--- src/rtl/mem_if_pkg.sv ---
// Shared definitions for the memory transaction issuer and its status poller.
// Holds the FSM state enum and the default counter/address widths.
package mem_if_pkg;

  localparam int unsigned CNT_W_DEF  = 16;
  localparam int unsigned ADDR_W_DEF = 24;

  typedef enum logic [1:0] {
    ST_IDLE  = 2'd0,
    ST_ISSUE = 2'd1,
    ST_WAIT  = 2'd2
  } txn_state_e;

endpackage

--- src/rtl/txn_watchdog.sv ---
// Cycle watchdog: counts while run is high and fires expired on the LIMIT-th cycle.
// Only instantiated when TXN_TIMEOUT_EN is defined.
module txn_watchdog #(
  parameter int unsigned LIMIT = 1024
) (
  input  logic clk,
  input  logic rst,
  input  logic clear,
  input  logic run,
  output logic expired
);

  localparam int unsigned W = $clog2(LIMIT + 1);

  logic [W-1:0] cnt_q;
  logic [W-1:0] cnt_d;

  // Next count: clear wins over run; otherwise hold.
  always_comb begin
    cnt_d = cnt_q;
    if (clear) begin
      cnt_d = {W{1'b0}};
    end else if (run) begin
      cnt_d = cnt_q + W'(1);
    end else begin
      cnt_d = cnt_q;
    end
  end

  // Count register.
  always_ff @(posedge clk) begin
    if (rst) begin
      cnt_q <= {W{1'b0}};
    end else begin
      cnt_q <= cnt_d;
    end
  end

  assign expired = run && !clear && (cnt_q == W'(LIMIT - 1));

endmodule

--- src/rtl/mem_txn_issuer.sv ---
// Issues a batch of SPI transactions one at a time and publishes completed/total progress.
// Optional watchdog on the WAIT state is enabled with the TXN_TIMEOUT_EN macro.
module mem_txn_issuer
  import mem_if_pkg::*;
#(
  parameter int unsigned CNT_W          = CNT_W_DEF,
  parameter int unsigned ADDR_W         = ADDR_W_DEF,
  parameter int unsigned STRIDE         = 1,
  parameter int unsigned TIMEOUT_CYCLES = 1024
) (
  input  logic              clk,
  input  logic              rst,
  input  logic              cmd_valid,
  output logic              cmd_ready,
  input  logic [CNT_W-1:0]  cmd_total,
  input  logic [ADDR_W-1:0] cmd_base_addr,
  output logic              spi_start,
  output logic [ADDR_W-1:0] spi_addr,
  input  logic              spi_done,
  output logic [CNT_W-1:0]  out_transactions_completed,
  output logic [CNT_W-1:0]  total_transactions,
  output logic              err_timeout
);

  txn_state_e        state_q, state_d;
  logic [CNT_W-1:0]  comp_q, comp_d;
  logic [CNT_W-1:0]  total_q, total_d;
  logic [ADDR_W-1:0] addr_q, addr_d;
  logic              err_q, err_d;
  logic [CNT_W-1:0]  comp_inc;
  logic              wd_expired;

  assign comp_inc = comp_q + CNT_W'(1);

`ifdef TXN_TIMEOUT_EN
  txn_watchdog #(
    .LIMIT (TIMEOUT_CYCLES)
  ) u_watchdog (
    .clk     (clk),
    .rst     (rst),
    .clear   ((state_q != ST_WAIT) || spi_done),
    .run     (state_q == ST_WAIT),
    .expired (wd_expired)
  );
`else
  logic unused_timeout_cfg;
  assign unused_timeout_cfg = ^TIMEOUT_CYCLES;
  assign wd_expired         = 1'b0;
`endif

  // Next-state and register updates; spi_done only matters in WAIT.
  always_comb begin
    state_d = state_q;
    comp_d  = comp_q;
    total_d = total_q;
    addr_d  = addr_q;
    err_d   = err_q;
    case (state_q)
      ST_IDLE: begin
        if (cmd_valid) begin
          total_d = cmd_total;
          comp_d  = {CNT_W{1'b0}};
          addr_d  = cmd_base_addr;
          err_d   = 1'b0;
          state_d = (cmd_total == {CNT_W{1'b0}}) ? ST_IDLE : ST_ISSUE;
        end else begin
          state_d = ST_IDLE;
        end
      end
      ST_ISSUE: begin
        state_d = ST_WAIT;
      end
      ST_WAIT: begin
        if (spi_done) begin
          comp_d  = comp_inc;
          addr_d  = addr_q + ADDR_W'(STRIDE);
          state_d = (comp_inc == total_q) ? ST_IDLE : ST_ISSUE;
        end else if (wd_expired) begin
          // Collapse total onto the completed count so the poller sees done.
          err_d   = 1'b1;
          total_d = comp_q;
          state_d = ST_IDLE;
        end else begin
          state_d = ST_WAIT;
        end
      end
      default: begin
        state_d = ST_IDLE;
      end
    endcase
  end

  // State and datapath registers.
  always_ff @(posedge clk) begin
    if (rst) begin
      state_q <= ST_IDLE;
      comp_q  <= {CNT_W{1'b0}};
      total_q <= {CNT_W{1'b0}};
      addr_q  <= {ADDR_W{1'b0}};
      err_q   <= 1'b0;
    end else begin
      state_q <= state_d;
      comp_q  <= comp_d;
      total_q <= total_d;
      addr_q  <= addr_d;
      err_q   <= err_d;
    end
  end

  assign cmd_ready                  = (state_q == ST_IDLE);
  assign spi_start                  = (state_q == ST_ISSUE);
  assign spi_addr                   = addr_q;
  assign out_transactions_completed = comp_q;
  assign total_transactions         = total_q;
  assign err_timeout                = err_q;

endmodule

--- config.mk ---
export PLATFORM = sky130hd
export DESIGN_NAME = mem_txn_issuer
export DESIGN_NICKNAME = d
export VERILOG_FILES = /design/src/rtl/mem_if_pkg.sv /design/src/rtl/txn_watchdog.sv /design/src/rtl/mem_txn_issuer.sv
export SDC_FILE = /design/constraint.sdc
export NUM_CORES = 1
export LEC_CHECK = 0
export ABC_AREA = 0
export CAP_MARGIN = 20
export CORE_MARGIN = 8
export CORE_UTILIZATION = 50
export DETAILED_ROUTE_END_ITERATION = 12
export HOLD_SLACK_MARGIN = 0.06
export PLACE_DENSITY = 0.84
export SYNTH_ARGS = -nofsm -noshare
export SYNTH_HDL_FRONTEND = slang
export SYNTH_SLANG_ARGS = --single-unit
--- constraint.sdc ---
create_clock -name clk -period 4.63 [get_ports clk]
set_input_delay 0.463 -clock clk [delete_from_list [all_inputs] [get_ports clk]]
set_output_delay 0.463 -clock clk [all_outputs]
set_load 0.02 [all_outputs]
# [Word level (Yosys, flattened, before mapping)]
# Cells that the tools add are included.
[word_totals] regBits=58 input_bits=44 output_inout_bits=59
[op_classes] add_sub_neg=2 eq_ne=5 mux=11 n_reduce_logical=5
[ops] cell="24-bit 2-to-1 mux" n=2
[ops] cell="24-bit one-hot mux with 2 select lines" n=1
[ops] cell="16-bit 2-to-1 mux" n=2
[ops] cell="16-bit one-hot mux with 2 select lines" n=1
[ops] cell="24-bit by 1-bit adder with 24-bit output (second input constant)" n=1
[ops] cell="16-bit by 1-bit adder with 16-bit output (second input constant)" n=1
[ops] cell="16-bit == test" n=1
[ops] cell="16-bit zero test" n=1
[ops] cell="2-bit one-hot mux with 3 select lines" n=1
[ops] cell="2-bit != test (second input constant)" n=2
[ops] cell="1-bit 2-to-1 mux" n=3
[ops] cell="3-bit AND reduction" n=1
[ops] cell="2-bit by 1-bit == test with 1-bit output (second input constant)" n=1
[ops] cell="2-bit == test (second input constant)" n=1
[ops] cell="2-bit zero test" n=1
[ops] cell="2-bit 2-to-1 mux" n=1
[ops] cell="2-bit AND reduction" n=1
[ops] cell="2-bit nonzero test" n=1

# [Logic depth before layout (Yosys ltp)]
# Gate-level depths: netlist (run 1).
[depth] depth_word=5 depth_mapped=8 ltp_nobuf=7

# [Least setup slack after synthesis (run 1)]
# No wires, ideal clock.
[synth_timing] kind="register to register" from="reg comp_q[0], in the netlist out_transactions_completed[0]" to="reg state_q[0]" arrival_time_ps=1974 t_required_ps=4496 setup_slack_ps=2522 stages_incl_launch_ff=8 n_path_buf=0 period_less_slack_ps=2108 cell_sequence="dfxtp_1 ha_1 nand3_1 nor3_2 and4_1 o21ai_0 nor4_1 a31oi_1"
[synth_between] elab_chain_len=5
[synth_lines] item="start, declared" line_no="mem_txn_issuer.sv:26" text="logic [CNT_W-1:0] comp_q, comp_d;"
[synth_lines] item="start signal, assigned" line_no="mem_txn_issuer.sv:97" text="comp_q <= {CNT_W{1'b0}};"
[synth_lines] item="start signal, assigned" line_no="mem_txn_issuer.sv:103" text="comp_q <= comp_d;"
[synth_lines] item="16-bit by 1-bit adder with 16-bit output" line_no="mem_txn_issuer.sv:33" text="assign comp_inc = comp_q + CNT_W'(1);"
[synth_lines] item="16-bit == test" line_no="mem_txn_issuer.sv:77" text="state_d = (comp_inc == total_q) ? ST_IDLE : ST_ISSUE;"
[synth_lines] item="1-bit 2-to-1 mux" line_no="mem_txn_issuer.sv:77"
[synth_lines] item="2-bit 2-to-1 mux" line_no="mem_txn_issuer.sv:74" text="if (spi_done) begin"
[synth_lines] item="2-bit one-hot mux with 3 select lines" line_no="mem_txn_issuer.sv:58" text="case (state_q)"
[synth_lines] item="end signal, assigned" line_no="mem_txn_issuer.sv:102" text="state_q <= state_d;"
[synth_lines] item="end, declared" line_no="mem_txn_issuer.sv:25" text="txn_state_e state_q, state_d;"
# No other way between the ends.
# A chain may end at the register's enable or synchronous reset.

# [Worst setup path after layout (run 1)]
[layout_timing] from="reg state_q[1]" to="reg comp_q[11], in the netlist out_transactions_completed[11]"
[layout_between] elab_chain_len=3
[layout_lines] item="2-bit == test or 2-bit zero test (tied branches)" line_no="mem_txn_issuer.sv:58"
[layout_lines] item="2-bit != test (no line) or 2-bit nonzero test (tied branches)"
[layout_lines] item="3-bit AND reduction (no line)"
# Parallel ways exist; a longest one is shown, timed or not.

==> run_results.csv, run 1 <==
group,metric,value,unit
sta,fin_crit,2530,ps
logic_synthesis,synth_top_area_share,0.341,
placement,postPlaceCellArea,4400,µm²
clocking,htree_num_levels,3,
detailed_routing,dr.first_iter.drc_count,295,
detailed_routing,dr.pass1.iters,5,
layout,diodes,0,
power,seqPwrFrac,0.430,
layout,final_cells,633,
min_path,hold_class,"register to register",
worst_setup_path,worst_ep_arrival_time,2800,ps
layout,design_area,4610,µm²
power,p_total,1.34,mW
clocking,clock-sinks,58,
logic_synthesis,synth_edf_count,0,
global_route,grt_pass1_vias,3630,
sta,hold_viol_final,0,
detailed_routing,post-route-drc-count,0,
detailed_routing,route.met2.wl,5070,µm
clocking,cts_tree,"yes",
logic_synthesis,synth_top_area_cell,"dfxtp_1",
floorplan,io_pins,103,
power,clkPwrFrac,0.326,
layout,syn2layout_area_growth,35.4,%
power,leakage,1.61,nW
placement,place_ws,1810,ps
layout,multi_input_area,2060,µm²
detailed_routing,wirelength,10700,µm
run_status,status,"completed",
logic_synthesis,ys_dominant_reg_cell,"dfxtp_1",
detailed_routing,vias_per_cell,5.96,
detailed_routing,route.met3.wl,742,µm
power,peakVddDrop,0.000198,V
floorplan,die_h,98.5,µm
sta,worstMarginPinSlew,826,ps
global_route,antenna_found_initial,0,
layout,regArea,1160,µm²
detailed_routing,vias,3775,
floorplan,core,6680,µm²
logic_synthesis,yosys-top-cells-area,"dfxtp_1 34%, a21oi_1 8.5%, nand2_1 7.2%, nor2_1 6.1%, o21ai_0 4.4%",
worst_setup_path,timing_worst_setup_path_type,"register to register",
detailed_routing,routedWlPerCell,16.9,µm
logic_synthesis,synth_fp_nets,513,
clocking,clkSlewWorstSetupHoldPaths,70,ps
logic_synthesis,syn-cell-area,3400,µm²
sta,fin_ws,2100,ps
power,comb_power_share,0.244,
sta,period_share,0.547,
logic_synthesis,syn_inst,467,
global_route,grtUsageTotal,0.218,
worst_setup_path,required,4900,ps
floorplan,dieArea,9700,µm²
global_route,grt.overflow.total,0,
logic_synthesis,ys_seq_area_frac,0.341,
logic_synthesis,avgSynthCellArea,7.28,µm²
logic_synthesis,ys_types,52,
worst_setup_path,critPathMaxFanout,28,
layout,fill_cells,573,
power,switching_share,0.311,
detailed_routing,final_antenna_net_count,0,
sta,max_slew_margin,0.447,
clocking,ctsHoldBuffers,0,
sta,finalSetupTns,0,ps
floorplan,start_util,0.509,
floorplan,rows,30,
sta,drv_slew,0,
run,drv_cap,0,
detailed_routing,top_layer_used,"met4",
detailed_routing,met1_length,4730,µm
worst_setup_path,start_kind,"register",
worst_setup_path,cp-end-kind,"register",
placement,dpl.hpwl,7710,µm
global_route,grt_max_degree,62,
sta,setup_violations,0,
clocking,post-cts-setup-buffer-count,0,
power,p_per_area,291,nW/µm²
clocking,clk-insertion-delay-late,330,ps
clocking,numCtsBuffers,9,
global_route,grt_first_pass_wirelength,17800,µm
layout,nets,594,
logic_synthesis,async_reset_ff_frac,0,
clocking,root_buffer,"clkbuf_8",
sta,rsz0062_at_grt,"false",
floorplan,die_width,98.5,µm
clocking,post_cts_resize_count,0,
placement,gp_congestion,0.901,
sta,skew,8.71,ps
power,p_switching,0.416,mW
power,p_int,0.924,mW
logic_synthesis,ys.warnings.count,0,
sta,fmax,0.395,GHz
logic_synthesis,synth-seq-cells,58,
placement,io_buffers,101,
clocking,clk_path_buf_depth,2,
placement,place_inst,616,
layout,drive_gt1_frac,0.0615,
[cell type report]
class,instances,share of cell area
multi-input combinational,368,0.448
sequential,58,0.252
timing repair buffer,107,0.235
clock buffer,14,0.0375
tap,80,0.0217
inverter,4,0.00326
clock inverter,2,0.00217
[power by group through the flow]
stage / clock network (mW) / registers (mW) / logic (mW)
6_report: 0.437 / 0.577 / 0.327
5_1_grt: 0.458 / 0.582 / 0.354
4_1_cts: 0.438 / 0.576 / 0.325
3_5_place_dp: 0 / 0.586 / 0.323
3_3_place_gp: 0 / 0.586 / 0.310
2_1_floorplan: 0 / 0.616 / 0.143
[metal layers]
metal / up-vias / global-route usage
li1: 1841 / -
met1: 1755 / 0.273
met2: 162 / 0.360
met3: 17 / 0.0430
met4: 0 / 0.0862
met5: - / 0
[logic make-up after synthesis]
kind of cell	count (synthesis)	share of synthesized area
adders and majority gates	2	0.00736
buffers and inverters	41	0.0526
DFF	58	0.341
xor gates and xnor gates	23	0.0592
other	1	0.00110
AOI/OAI and AO/OA	141	0.253
and+or+nand+nor	201	0.285
[final timing paths]
check,startpoint,end,slack (ps),depth (start not counted)
worst max register to register,state_q[1],out_transactions_completed[11],2100,8
worst min-delay path,total_transactions[9],total_transactions[9],490,2
worst max-delay path,state_q[1],out_transactions_completed[11],2100,8
worst min register to register,total_transactions[9],total_transactions[9],490,2
[stage by stage]
step / utilization / hold WS (ps)
2_1_floorplan: - / 557
3_3_place_gp: 0.655 / 476
3_5_place_dp: 0.659 / 478
4_1_cts: 0.686 / 490
5_1_grt: 0.689 / 519
6_report: 0.689 / 488
[cell usage in the layout (no fill, tap or decap), types with 3 or more instances in the layout]
master           instances
xor2_1                   9
a31oi_1                  7
clkdlybuf4s50_1        100
a21oi_1                 58
nand4_1                 11
nor3_1                   9
buf_4                    4
or3_1                    4
and3_1                   4
xnor2_1                 14
o22ai_1                  7
a22oi_1                  5
nand2_1                 65
clkbuf_8                12
nand2b_1                 5
inv_1                    4
a211oi_1                 9
o31ai_1                  3
nor4_1                   7
nand3_1                 18
o21ai_0                 30
nor3b_1                  3
dfxtp_1                 58
and2_1                   6
a311oi_1                 5
nor2_1                  55
[cell usage after synthesis (3+ instances only)]
library cell   n
nor3_1         9
inv_1          4
buf_2          8
a22oi_1        5
dfxtp_1       58
a311oi_1       5
nor2b_1        3
clkbuf_1      23
a31oi_1        7
nand3_1       18
nand4_1       11
buf_4          4
a21oi_1       58
and2_1         6
o31ai_1        3
or3_1          4
xnor2_1       14
nor3b_1        3
o22ai_1        7
nand2b_1       5
nor4_1         7
nor2_1        55
a211oi_1       9
nand2_1       65
o21ai_0       30
xor2_1         9
and3_1         4
[flip-flops by register name, indices dropped and copies added (netlist names)]
signal	count
out_transactions_completed	16
spi_addr	24
state_q	2
total_transactions	16
[critical path: stages, from the launching register on]
cell      delay (ps)
dfxtp_1          370
nor2b_2          180
buf_4            220
and2_1           320
nor2_1           700
buf_4            350
a21oi_1           60
nand2b_1         160
a21oi_1          110
(Power assumes the default switching activity.)
==> run 2: changes to the inputs <==
--- a/config.mk
+++ b/config.mk
@@ -8,10 +8,10 @@
 export ABC_AREA = 0
 export CAP_MARGIN = 20
 export CORE_MARGIN = 8
-export CORE_UTILIZATION = 50
+export CORE_UTILIZATION = 43
 export DETAILED_ROUTE_END_ITERATION = 12
 export HOLD_SLACK_MARGIN = 0.06
-export PLACE_DENSITY = 0.84
+export PLACE_DENSITY = 0.77
 export SYNTH_ARGS = -nofsm -noshare
 export SYNTH_HDL_FRONTEND = slang
 export SYNTH_SLANG_ARGS = --single-unit
==> constraint.sdc (replaced) <==
create_clock -name clk -period 2.3 [get_ports clk]
set_input_delay 0.23 -clock clk [delete_from_list [all_inputs] [get_ports clk]]
set_output_delay 0.23 -clock clk [all_outputs]
set_load 0.02 [all_outputs]
==> run 2 against run 1 <==
Against the previous run:
- largest cell class unchanged
- highest routed layer unchanged
- global-route usage decreased by 2.0 points
- clock skew about the same
- setup slack got worse by 1900 ps
- largest power group unchanged
- sequential power increased by 100%
- clock power increased by 78%
- wire length increased by 4.4%
- fmax increased by 18%
==> run_results.csv, run 2 (synthesis gave the netlist of run 1 again) <==
group,metric,value,unit
sta,setup_violations,0,
sta,worstMarginPinSlew,573,ps
min_path,hold_class,"primary input to register",
sta,hold_viol_final,0,
global_route,grt_max_degree,35,
clocking,numCtsBuffers,9,
clocking,clock-sinks,58,
floorplan,dieArea,11000,µm²
layout,diodes,0,
detailed_routing,wirelength,11200,µm
detailed_routing,post-route-drc-count,0,
global_route,grt_pass1_vias,3639,
clocking,clk-insertion-delay-late,340,ps
detailed_routing,dr.pass1.iters,4,
placement,dpl.hpwl,8220,µm
placement,postPlaceCellArea,4530,µm²
detailed_routing,routedWlPerCell,16.7,µm
worst_setup_path,timing_worst_setup_path_type,"register to register",
layout,layout_commonest_cell,"clkdlybuf4s50_1",
global_route,grt.overflow.total,0,
worst_setup_path,slowest_stage,"dfxtp_1",
detailed_routing,vias_per_cell,5.72,
clocking,clkSlewWorstSetupHoldPaths,70,ps
global_route,antenna_found_initial,0,
worst_setup_path,cp-end-kind,"register",
layout,largest_reg_flops,24,
detailed_routing,final_antenna_net_count,0,
clocking,cts_tree,"yes",
placement,io_buffers,101,
floorplan,die_width,105,µm
detailed_routing,dr.first_iter.drc_count,206,
floorplan,core,7690,µm²
global_route,grt_first_pass_wirelength,18200,µm
sta,fmax,0.465,GHz
layout,design_area,4680,µm²
sta,skew,8.86,ps
sta,period_share,0.935,
worst_setup_path,crit_family,"simple AND/OR/NAND/NOR gates",
worst_setup_path,start_kind,"register",
floorplan,rows,32,
sta,rsz0062_at_grt,"false",
min_path,whs_path_depth,2,
floorplan,start_util,0.442,
sta,drv_slew,0,
floorplan,io_pins,103,
layout,fill_cells,718,
clocking,post-cts-setup-buffer-count,0,
clocking,root_buffer,"clkbuf_8",
power,peakVddDrop,0.000304,V
worst_setup_path,path_cells,"ha_2 -> nand3_1 -> nor2_2 -> and3_1 -> xnor2_1 -> a2111oi_1 -> a31oi_1",
worst_setup_path,path_buf_inv,0,
worst_setup_path,required,2510,ps
layout,syn2layout_area_growth,37.7,%
power,p_total,2.61,mW
layout,drive_gt1_frac,0.0847,
run,drv_cap,0,
worst_setup_path,critPathMaxFanout,7,
sta,fin_crit,2150,ps
global_route,grtUsageTotal,0.198,
power,p_per_area,556,nW/µm²
placement,gp_congestion,0.896,
layout,nets,609,
power,leakage,1.66,nW
worst_setup_path,r2r_cells,7,
sta,finalSetupTns,0,ps
worst_setup_path,worst_ep_arrival_time,2360,ps
clocking,clk_path_buf_depth,2,
floorplan,die_h,105,µm
sta,max_slew_margin,0.618,
detailed_routing,vias,3828,
layout,final_cell_mix,"100 x clkdlybuf4s50_1, 65 x nand2_1, 58 x a21oi_1, 58 x dfxtp_1, 55 x nor2_1",
worst_setup_path,cp.depth,7,
run_status,status,"completed",
clocking,htree_num_levels,3,
worst_setup_path,critPathMaxStageDelay,410,ps
[run 2: changes by cell type in the layout (fill, tap and decap cells not counted), sizes merged]
cell    delta
clkinv     +2
clkbuf     -3
buf       +15
[run 2: layout make-up]
class                   instances  area [µm²]  share of cell area
clock buffers                  11         131              0.0281
clock inverters                 4        20.0             0.00428
inverters                       4        15.0             0.00321
multi-input cells             368        2060               0.441
flip-flops and latches         58        1160               0.248
well taps                     102         128              0.0273
repair buffers                122        1160               0.249
[run 2: worst paths after layout]
kind | slack, ps | end | startpoint
setup reg to reg | 150 | state_q[0] | out_transactions_completed[1]
hold / removal | 370 | spi_addr[13] | rst
hold reg to reg | 490 | total_transactions[15] | total_transactions[15]
setup / recovery | 150 | state_q[0] | out_transactions_completed[1]
[run 2: what timing repair did]
action / CTS / global route
resized for setup: 0 / 1
hold buffers: 0 / 0
setup endpoints to repair: 0 / 1
[run 2: layer usage]
| metal | up-vias | part of all wire | GRT usage |
|---|---|---|---|
| met1 | 1800 | 0.45 | 0.248 |
| met4 | 0 | 0.025 | 0.0887 |
| met3 | 22 | 0.062 | 0.0467 |
| li1 | 1866 | - | - |
| met5 | - | 0 | 0 |
| met2 | 140 | 0.46 | 0.317 |
[run 2: worst reg2reg max path, delay by kind of cell, from the launching register on]
family,cells,cell delay [ps]
compound gates,2,530
fa+ha+maj,1,280
flops,1,410
xor+xnor,1,90
simple gates,3,710
[run 2: through the flow]
stage | setup WS [ps] | std cells | util | hold slack (ps)
global placement | 235 | 654 | 0.589 | 469
finish | 149 | 669 | 0.609 | 372
detailed placement | 113 | 654 | 0.589 | 480
CTS | 116 | 669 | 0.609 | 356
floorplan | 192 | 467 | - | 366
global route | 19.1 | 669 | 0.609 | 378
[run 2: power breakdown]
group | total (mW) | switching (mW) | internal (mW) | leakage [nW]
Sequential | 1.16 | 0.0861 | 1.07 | 0.475
Clock | 0.780 | 0.403 | 0.377 | 0.0827
Combinational | 0.666 | 0.356 | 0.311 | 1.10
Total | 2.61 | 0.844 | 1.76 | 1.66
==> run 3: changes to the inputs <==
--- a/config.mk
+++ b/config.mk
@@ -9,9 +9,11 @@
 export CAP_MARGIN = 20
 export CORE_MARGIN = 8
 export CORE_UTILIZATION = 43
+export CTS_CLUSTER_DIAMETER = 200
 export DETAILED_ROUTE_END_ITERATION = 12
 export HOLD_SLACK_MARGIN = 0.06
 export PLACE_DENSITY = 0.77
+export REMOVE_ABC_BUFFERS = 1
 export SYNTH_ARGS = -nofsm -noshare
 export SYNTH_HDL_FRONTEND = slang
 export SYNTH_SLANG_ARGS = --single-unit
==> run 3 against run 2 <==
Against the previous run:
- die area unchanged
- combinational power is 2% higher
- utilization increased by 1.8 points
- critical path depth is the same
- register-to-register slack gained 30 ps
- total power rose by 17%
- largest cell class unchanged
- highest routed layer unchanged
==> run_results.csv, run 3 (synthesis gave the netlist of run 1 again) <==
group,metric,value,unit
layout,design_area,4820,µm²
worst_setup_path,path_cells,"ha_1 -> nand3_1 -> nor2_2 -> and3_1 -> xnor2_1 -> a2111oi_1 -> a31oi_1",
worst_setup_path,cp-end-kind,"register",
worst_setup_path,required,2520,ps
global_route,grt_pass1_vias,3744,
clocking,ctsHoldBuffers,0,
run,drv_cap,0,
worst_setup_path,critPathMaxFanout,7,
sta,setup_violations,0,
worst_setup_path,reg2reg_slack,180,ps
power,p_total,3.05,mW
power,p_per_area,632,nW/µm²
layout,layout_commonest_cell,"clkdlybuf4s50_1",
layout,largest_reg_flops,24,
layout,final_cell_mix,"100 x clkdlybuf4s50_1, 65 x nand2_1, 58 x a21oi_1, 58 x dfxtp_1, 55 x nor2_1",
placement,place_inst,656,
layout,regArea,1160,µm²
floorplan,io_pins,103,
layout,diodes,0,
layout,post-route-util,0.627,
floorplan,die_h,105,µm
global_route,antenna_found_initial,0,
clocking,htree_num_levels,3,
power,leakage,1.72,nW
sta,holdWs,430,ps
floorplan,dieArea,11000,µm²
global_route,grtUsageTotal,0.202,
placement,dpl.hpwl,8230,µm
sta,hold_viol_final,0,
detailed_routing,vias,3796,
run_status,status,"completed",
layout,fill_cells,709,
sta,fmax,0.472,GHz
detailed_routing,dr.first_iter.drc_count,162,
detailed_routing,routedWlPerCell,16.7,µm
sta,rsz0062_at_grt,"false",
worst_setup_path,worst_ep_arrival_time,2330,ps
sta,worstMarginPinSlew,703,ps
detailed_routing,post-route-drc-count,0,
layout,final_cells,672,
worst_setup_path,slowest_stage,"dfxtp_1",
global_route,grt_max_degree,36,
placement,postPlaceCellArea,4570,µm²
worst_setup_path,critPathMaxStageDelay,410,ps
clocking,clk_path_buf_depth,2,
clocking,clkSlewWorstSetupHoldPaths,70,ps
placement,gp_congestion,0.848,
detailed_routing,dr.pass1.iters,4,
floorplan,rows,32,
clocking,post-cts-setup-buffer-count,0,
clocking,root_buffer,"clkbuf_8",
layout,nets,611,
sta,skew,7.84,ps
clocking,clk-insertion-delay-late,340,ps
detailed_routing,vias_per_cell,5.65,
clocking,clock-sinks,58,
worst_setup_path,start_kind,"register",
placement,io_buffers,101,
layout,syn2layout_area_growth,41.8,%
clocking,numCtsBuffers,9,
layout,drive_gt1_frac,0.0912,
layout,multi_input_area,2060,µm²
power,peakVddDrop,0.000276,V
clocking,post_cts_resize_count,0,
detailed_routing,final_antenna_net_count,0,
detailed_routing,wirelength,11200,µm
sta,fin_crit,2120,ps
sta,max_slew_margin,0.531,
sta,period_share,0.921,
global_route,grt_first_pass_wirelength,18400,µm
worst_setup_path,timing_worst_setup_path_type,"register to register",
floorplan,core,7690,µm²
floorplan,die_width,105,µm
sta,drv_slew,0,
clocking,cts_tree,"yes",
global_route,grt.overflow.total,0,
floorplan,start_util,0.442,
min_path,hold_class,"primary input to register",
## run 3: final timing paths
| path | start | endpoint | cells after the start |
|---|---|---|---|
| setup reg to reg | out_transactions_completed[1] | state_q[0] | 7 |
| setup / recovery | out_transactions_completed[1] | state_q[0] | 7 |
| hold reg to reg | total_transactions[10] | total_transactions[10] | 2 |
| hold / removal | rst | state_q[1] | 2 |
## run 3: per-layer routing
| metal | GRT usage | vias to the layer above | routed length, µm |
|---|---|---|---|
| met3 | 0.0651 | 14 | 848 |
| met2 | 0.331 | 122 | 5390 |
| met1 | 0.240 | 1791 | 4830 |
| met5 | 0 | - | 0 |
| met4 | 0.0775 | 0 | 133 |
| li1 | - | 1869 | - |
## run 3: stage by stage
step / setup WS (ps) / setup TNS (ps)
floorplan: -805 / -19190
global placement: 228 / 0
detailed placement: 156 / 0
CTS: 194 / 0
global route: 35.9 / 0
finish: 182 / 0
## run 3: cell type report
cell class / instances / area share
clock buffers: 12 / 0.0322
repair buffers: 124 / 0.250
clock inverters: 4 / 0.0202
well taps: 102 / 0.0265
inverters: 4 / 0.00311
multi-input cells: 368 / 0.428
flip-flops and latches: 58 / 0.241
## run 3: worst max-delay path: cells and delay by family (launching register included)
family | cells | cell delay, ps
fa+ha+maj | 1 | 310
compound gates | 2 | 500
xor+xnor | 1 | 80
simple gates | 3 | 700
flops | 1 | 410
## run 3: report_power, final
group          leakage [nW]  switching, mW  total (mW)  internal, mW
sequential            0.475         0.0870        1.16          1.07
combinational          1.12          0.356       0.677         0.321
clock                 0.123          0.430        1.21         0.780
